===== config.mk =====
export PLATFORM = sky130hd
export DESIGN_NAME = clocked_token_injector
export DESIGN_NICKNAME = d
export VERILOG_FILES = /design/src/rtl/cues_hs_pkg.sv /design/src/rtl/hs_sync.sv /design/src/rtl/clocked_token_injector.sv
export SDC_FILE = /design/constraint.sdc
export NUM_CORES = 1
export LEC_CHECK = 0
export ABC_AREA = 1
export CAP_MARGIN = 20
export CORE_MARGIN = 2
export CORE_UTILIZATION = 45
export DETAILED_ROUTE_END_ITERATION = 16
export HOLD_SLACK_MARGIN = 0.06
export MAX_ROUTING_LAYER = met4
export PLACE_DENSITY = 0.87
export SLEW_MARGIN = 20
export SYNTH_ARGS = -nofsm -noshare
export SYNTH_HDL_FRONTEND = slang
export SYNTH_SLANG_ARGS = --single-unit

===== constraint.sdc =====
create_clock -name CLK -period 1.35 [get_ports CLK]
set_input_delay 0.2025 -clock CLK [delete_from_list [all_inputs] [get_ports CLK]]
set_output_delay 0.2025 -clock CLK [all_outputs]
set_load 0.05 [all_outputs]

===== src/rtl/cues_hs_pkg.sv =====
// cues_hs_pkg: handshake state encoding and defaults shared by the
// clocked injector/collector pair at the ends of the C-element pipeline.
package cues_hs_pkg;
    typedef enum logic [1:0] {
        IDLE,
        REQ,
        RELEASE
    } hs_state_e;
    localparam int SYNC_STAGES_DEF = 2;
endpackage


===== src/rtl/hs_sync.sv =====
// hs_sync: multi-flop single-bit synchronizer that clears to 0 on reset,
// used for signals coming back from the self-timed domain.
module hs_sync #(
    parameter int STAGES = cues_hs_pkg::SYNC_STAGES_DEF
) (
    input  logic clk,
    input  logic rst,
    input  logic d,
    output logic q
);
    logic [STAGES-1:0] ff;

    always_ff @(posedge clk) ff <= rst ? '0 : {ff[STAGES-2:0], d};

    assign q = ff[STAGES-1];
endmodule


===== src/rtl/clocked_token_injector.sv =====
// clocked_token_injector: turns valid/ready tokens into 4-phase RZ
// request/data for the first C-element stage, with token count and watchdog.
module clocked_token_injector
    import cues_hs_pkg::*;
#(
    parameter int DATA_W      = 8,
    parameter int SYNC_STAGES = SYNC_STAGES_DEF,
    parameter int TIMEOUT     = 1023,
    parameter int CNT_W       = 16
) (
    input  logic              CLK,
    input  logic              RESET,
    input  logic              ENABLE,
    input  logic              IN_VALID,
    output logic              IN_READY,
    input  logic [DATA_W-1:0] IN_DATA,
    output logic              SENDOUT,
    output logic [DATA_W-1:0] DOUT,
    input  logic              ACKIN,
    output logic [CNT_W-1:0]  TOKEN_CNT,
    output logic              TIMEOUT_ERR,
    output logic              BUSY
);
    localparam int WD_W = TIMEOUT > 0 ? $clog2(TIMEOUT + 1) : 1;
    localparam logic [WD_W-1:0] WD_MAX = WD_W'(TIMEOUT);

    hs_state_e         state, state_nxt;
    logic              ack_s, send_nxt, err_nxt;
    logic [DATA_W-1:0] dout_nxt;
    logic [CNT_W-1:0]  cnt_nxt;
    logic [WD_W-1:0]   wd, wd_nxt;

    hs_sync #(.STAGES(SYNC_STAGES)) u_sync (
        .clk(CLK),
        .rst(RESET),
        .d  (ACKIN),
        .q  (ack_s)
    );

    // A stale ack_s in IDLE would otherwise start a handshake the stage cannot see.
    assign IN_READY = (state == IDLE) && ENABLE && !ack_s && !RESET;
    assign BUSY     = (state != IDLE);

    always_comb begin
        state_nxt = state;
        send_nxt  = SENDOUT;
        dout_nxt  = DOUT;
        cnt_nxt   = TOKEN_CNT;
        unique case (state)
            IDLE: if (IN_VALID && IN_READY) begin
                dout_nxt  = IN_DATA;
                send_nxt  = 1'b1;
                state_nxt = REQ;
            end
            REQ: if (ack_s) begin
                send_nxt  = 1'b0;
                state_nxt = RELEASE;
            end
            RELEASE: if (!ack_s) begin
                cnt_nxt   = TOKEN_CNT + CNT_W'(1);
                state_nxt = IDLE;
            end
            default: state_nxt = IDLE;
        endcase
        // The watchdog only reports; a 4-phase request cannot be withdrawn.
        wd_nxt  = (state_nxt != state || !BUSY) ? '0 : (wd == WD_MAX ? wd : wd + WD_W'(1));
        err_nxt = TIMEOUT_ERR || (TIMEOUT != 0 && BUSY && state_nxt == state && wd_nxt == WD_MAX);
    end

    always_ff @(posedge CLK) begin
        if (RESET) begin
            state       <= IDLE;
            SENDOUT     <= 1'b0;
            DOUT        <= '0;
            TOKEN_CNT   <= '0;
            TIMEOUT_ERR <= 1'b0;
            wd          <= '0;
        end else begin
            state       <= state_nxt;
            SENDOUT     <= send_nxt;
            DOUT        <= dout_nxt;
            TOKEN_CNT   <= cnt_nxt;
            TIMEOUT_ERR <= err_nxt;
            wd          <= wd_nxt;
        end
    end
endmodule

; ---- Word-level counts from Yosys, hierarchy flattened
; Index checks and enable logic that the tools add are counted.
; W data, S select, Z words.
[totals]
latch_bits = 0
output_inout_bits = 28
memories = 0
elab_cells = 44
reg_bits = 40
ram_bits = 0
mem_bits_ro = 0
input_bits = 13
[op_classes]
eq_ne = 8
div_mod_pow = 0
n_reduce_logical = 17
n_mul = 0
n_mux = 9
n_addsub = 2
bitwise = 1
n_lt_le_gt_ge = 0
shift = 0
[ops]
columns = operator, count
row1 = $eq A10 B10 Y1 const B, 2
row2 = $mux W10, 2
row3 = $add A16 B1 Y16 const B, 1
row4 = $add A10 B1 Y10 const B, 1
row5 = $logic_and A1 B1 Y1, 6
row6 = $mux W2, 3
row7 = $pmux W2 S3, 1
row8 = $ne A2 B1 Y1 const B, 2
row9 = $reduce_and A2 Y1, 2
row10 = $reduce_bool A2 Y1, 2
row11 = $logic_not A1 Y1, 3
row12 = $reduce_and A3 Y1, 1
row13 = $eq A2 B1 Y1 const B, 1
row14 = $eq A2 B2 Y1, 1
row15 = $eq A2 B2 Y1 const B, 1
row16 = $logic_not A2 Y1, 1
row17 = $logic_or A1 B1 Y1, 2
row18 = $mux W1, 2
row19 = $ne A2 B2 Y1, 1
row20 = $pmux W1 S2, 1
row21 = $not A1 Y1, 1

; ---- Depth between registers and ports, before layout
[logic_depth]
depth_word = 13
ltp_mapped = 11
depth_no_buf = 11

; ---- By module
; A second synthesis with hierarchy kept.
[unflattened]
cells_unflattened = 264
hier_area_um2 = 1931.9
[modules_own_cells]
columns = module, cells_each, seq_area_each_um2, instances, area_each_um2
row1 = clocked_token_injector, 258, 760.7, 1, 1876.8
row2 = hs_sync, 6, 40.0, 1, 55.1

; ---- Worst setup path before layout
; No wires, ideal clock.
[synth_path]
kind = reg-to-reg
from = register TOKEN_CNT[0]
to = register TOKEN_CNT[14]
synth_period_minus_slack_ps = 1790
arrival_time_ps = 1671
path_stages_with_launch = 9
path_slack_ps = -440
n_path_buf = 0
setup_time_ps = 119
required_time_ps = 1231
cell_sequence = dfxtp_1 ha_1 inv_1 nor3_4 nand3_2 nor3_4 nand3_1 nand2_1 a21oi_1
[synth_between]
elab_chain_len = 1
[synth_rtl]
columns = element, line
row1 = start: declaration, clocked_token_injector.sv:20  ; output logic [CNT_W-1:0] TOKEN_CNT,
row2 = start signal: assignment, clocked_token_injector.sv:82  ; TOKEN_CNT <= cnt_nxt;
row3 = $add A16 B1 Y16, clocked_token_injector.sv:60  ; cnt_nxt = TOKEN_CNT + CNT_W'(1);
; Every way passes these cells.
; A chain may end at the register's enable or synchronous reset.

; ---- Worst setup path after layout
[layout_path]
from = register wd[1]
to = register TIMEOUT_ERR
[layout_between]
elab_chain_len = 6
elab_cells_between_ends = 7
cone_classes = add/sub: 1 / eq/ne: 2 / mux: 2 / reduce/logical: 2
[layout_rtl]
columns = element, line
row1 = start: declaration, clocked_token_injector.sv:31  ; logic [WD_W-1:0] wd, wd_nxt;
row2 = start signal: assignment, clocked_token_injector.sv:84  ; wd <= wd_nxt;
row3 = $add A10 B1 Y10 or $eq A10 B10 Y1 (tied branches), clocked_token_injector.sv:66  ; wd_nxt = (state_nxt != state || !BUSY) ? '0 : (wd == WD_MAX ? wd : wd + WD_W'(1));
row4 = $mux W10 * (2 in series), clocked_token_injector.sv:66
row5 = $eq A10 B10 Y1 *, clocked_token_injector.sv:67  ; err_nxt = TIMEOUT_ERR || (TIMEOUT != 0 && BUSY && state_nxt == state && wd_nxt == WD_MAX);
row6 = $logic_and A1 B1 Y1 *, clocked_token_injector.sv:67
row7 = $logic_or A1 B1 Y1 *, clocked_token_injector.sv:67
row8 = end signal: assignment, clocked_token_injector.sv:83  ; TIMEOUT_ERR <= err_nxt;
row9 = end: declaration, clocked_token_injector.sv:21  ; output logic TIMEOUT_ERR,
; Mark *: on every way between the ends. The rest lies on a longest branch, timed or not.

==> run summary <==
Hold Crit Class: input port to flop
CTS tree: built
Fmax: 0.548 GHz
CTS sink cnt: 40
Largest net degree at the start of global routing: 17
Grt ovf: 0
RSZ-0062 raised after global routing: yes
Util after Layout: 89.1%
# rows: 23
Met3 Resource Use GR: 7.70%
Critical path class: flop to flop
Starting DRT DRC Count: 373
Ports: 41
Synth cell types: 29
Max-slew violations: 0
Initial core utilization: 47.4%
Flop-to-flop setup slack: -480 ps
Initial antenna violation count: 0
Compound-Gate Fraction of Synth Area: 8.46%
CTS Buf Count: 5
Mux contribution to synthesized area: 0%
Internal power: 1880 uW
Setup TNS: -5820 ps
GR Util met1: 37.9%
Comb pwr share: 12.5%
Rel. slew slack: 52.7%
Total track usage: 33.9%
Hold Vio Cnt, Final: 0
Syn Nets: 288
GPL Wtd Cong: 0.878
DR WL/cell: 23.9 microns
Seq pwr share: 45.8%
Worst-path clk slew: 90 ps
Maximum clock path buffer count: 2
#FFs+latches synth: 40
Status: complete, but fails checks
Vias in the first global route: 2439
Vias per cell: 6.40
Top cells by area, synth: dfxtp_1, nand2_1, nand3_1
# port buffers: 40
Register area share after synthesis: 41.3%
Cell area after layout: 0.00364 sq mm
Cell Area, Synth: 0.00194 sq mm
Lkg Pwr: 0.00143 uW
Largest family of logic cells by synthesized area: simple AND/OR/NAND/NOR gates
Setup violators final: 34
Xor and xnor fraction of the mapped netlist area: 3.16%
Max-cap violations: 0
Simple-gate share of the synthesized area: 38.0%
Power Density: 714 mW/mm^2
Clock root buffer: clkbuf_8
Clock power frac: 41.7%
Post-route ant nets: 0
Setup Skew: 15.4 ps
Htree depth: 2
Switch share: 27.9%
CP delay by family, top: simple AND/OR/NAND/NOR gates
Most frequent cells in the layout: nand2_1, buf_4, buf_12
Ratio of cells with drive above 1 in the final layout: 52.7%
Synthesized instance count: 273
First-pass GRT wire length: 12.4 mm
Antenna Diode Count: 0
Crit Path Max Fanout: 4
Layout filler cell count: 145
GRT busiest layer: met2
CP Capture Type: flop
Slowest-stage cell, CP: dfxtp_2
Commonest non-fill, non-tap cell in the layout: nand2_1
WP buf/inv: 1
WP data required: 1600 ps
Average size of a mapped cell: 7.10 sq um
Die height: 69.6 microns
Critical path launch point type: flop
Worst ir drop on vdd: 0.678 mV
Clk_lat worst skew: 320 ps
Switch Pwr: 725 uW
Die ar.: 0.00485 sq mm
Ys Warns: 0
Post-Place Cell Area: 0.00298 sq mm
Die X: 69.6 microns
Worst path most repeated cell: nand2_1
Final wirelength: 9.92 mm
Final worst-path cycle share: 135%
Max incr delay on CP: 370 ps
Failing checks: negative setup slack
Hold Slack: 463 ps
Final nets: 380
Area leader, netlist: dfxtp_1
DRC viols: 0
Final WS setup: -475 ps
Vias: 2662
Drt pass-1 iters: 6
Final Critical Period: 1830 ps
Core area: 0.00409 sq mm
Critical path arrival: 2070 ps
Crit-path cells: ha_4 > nand2_4 > nor2_4 > nand3_4 > nand2_1 > inv_1 > nor2_1 > nand2_1 > nor2_2 > nand3_2 > a21oi_2
Post-DP HPWL: 3.92 mm
Worst Tran Pin Value: 707 ps
Area growth, synth to finish: 87.9%
Adder-cell share of the synthesized area: 1.29%
Area share of the largest cell type after synthesis: 41.3%
GR Layer Usage met2: 56.0%
flip-flops by register name, summed over array words and instances (netlist names):
| signal | count |
|---|---|
| TOKEN_CNT | 16 |
| DOUT | 8 |
| TIMEOUT_ERR | 1 |
| u_sync.ff | 2 |
| SENDOUT | 1 |
| wd | 10 |
| state | 2 |
Yosys cell counts, drive strengths merged:
| cell | count |
|---|---|
| o21a | 1 |
| xor2 | 5 |
| dfxtp | 40 |
| nor2 | 38 |
| and3 | 1 |
| nor4 | 1 |
| buf | 3 |
| nor3 | 12 |
| ha | 2 |
| clkbuf | 3 |
| inv | 34 |
| xnor2 | 2 |
| nand4 | 3 |
| nand2 | 67 |
| o21ai | 4 |
| nand3 | 31 |
| a21oi | 25 |
| o21bai | 1 |
routing by layer:
layer / routed length, microns / up-vias
met2: 4560 / 274
li1: - / 1057
met4: 690 / 0
met3: 1100 / 95
met5: 0 / -
met1: 3570 / 1236
path summary, 6_finish.rpt:
path | end | cells past startpoint | from
worst max-delay path | TIMEOUT_ERR | 11 | wd[1]
worst min-delay path | u_sync.ff[0] | 3 | ACKIN
worst max register to register | TIMEOUT_ERR | 11 | wd[1]
worst min register to register | u_sync.ff[1] | 2 | u_sync.ff[0]
repair_timing:
action | 4_1_cts | 5_1_grt
endpoints found under the setup margin | 20 | 35
resized for setup | 41 | 64
hold buffers | 0 | 0
setup buffers | 9 | 10
gates cloned | 3 | 0
pin swaps | 15 | 29
layout make-up:
cell class	instances	area, sq um	area share, %
clock buffers	5	68.8	1.89
repair buffers	89	1100	30.3
clock inverters	3	47.5	1.31
flip-flops and latches	40	863	23.7
well taps	50	62.6	1.72
multi-input cells	195	1360	37.3
inverters	34	139	3.81
logic make-up (layout without fill, tap and decap cells):
family / after synthesis / after routing
fa+ha+maj: 2 / 2
compound gates: 31 / 31
simple gates: 153 / 155
flops: 40 / 40
buf+inv: 40 / 131
xor+xnor: 7 / 7
power by group through the flow:
stage | combinational [uW] | sequential, uW | clock [uW]
detailed placement | 240 | 1230 | 0
global route | 335 | 1190 | 1120
finish | 325 | 1190 | 1080
floorplan | 80.2 | 1250 | 0
global placement | 233 | 1230 | 0
CTS | 287 | 1190 | 1020
through the flow:
| stage | cells | setup slack [ps] | power (uW) |
|---|---|---|---|
| finish | 416 | -475 | 2600 |
| global route | 416 | -540 | 2640 |
| CTS | 408 | -145 | 2490 |
| detailed placement | 388 | -180 | 1470 |
| global placement | 388 | -152 | 1460 |
| floorplan | 273 | -78.5 | 1330 |
worst reg2reg max path: cells and delay by family, from the launching register on:
family / cells / cell delay (ps)
AO/OA/AOI/OAI: 1 / 140
adder cells (fa/ha/maj): 1 / 150
buffers and inverters: 1 / 70
flip-flops: 1 / 370
AND/OR/NAND/NOR: 8 / 1020
No activity file was read; power rests on OpenSTA's default activity.
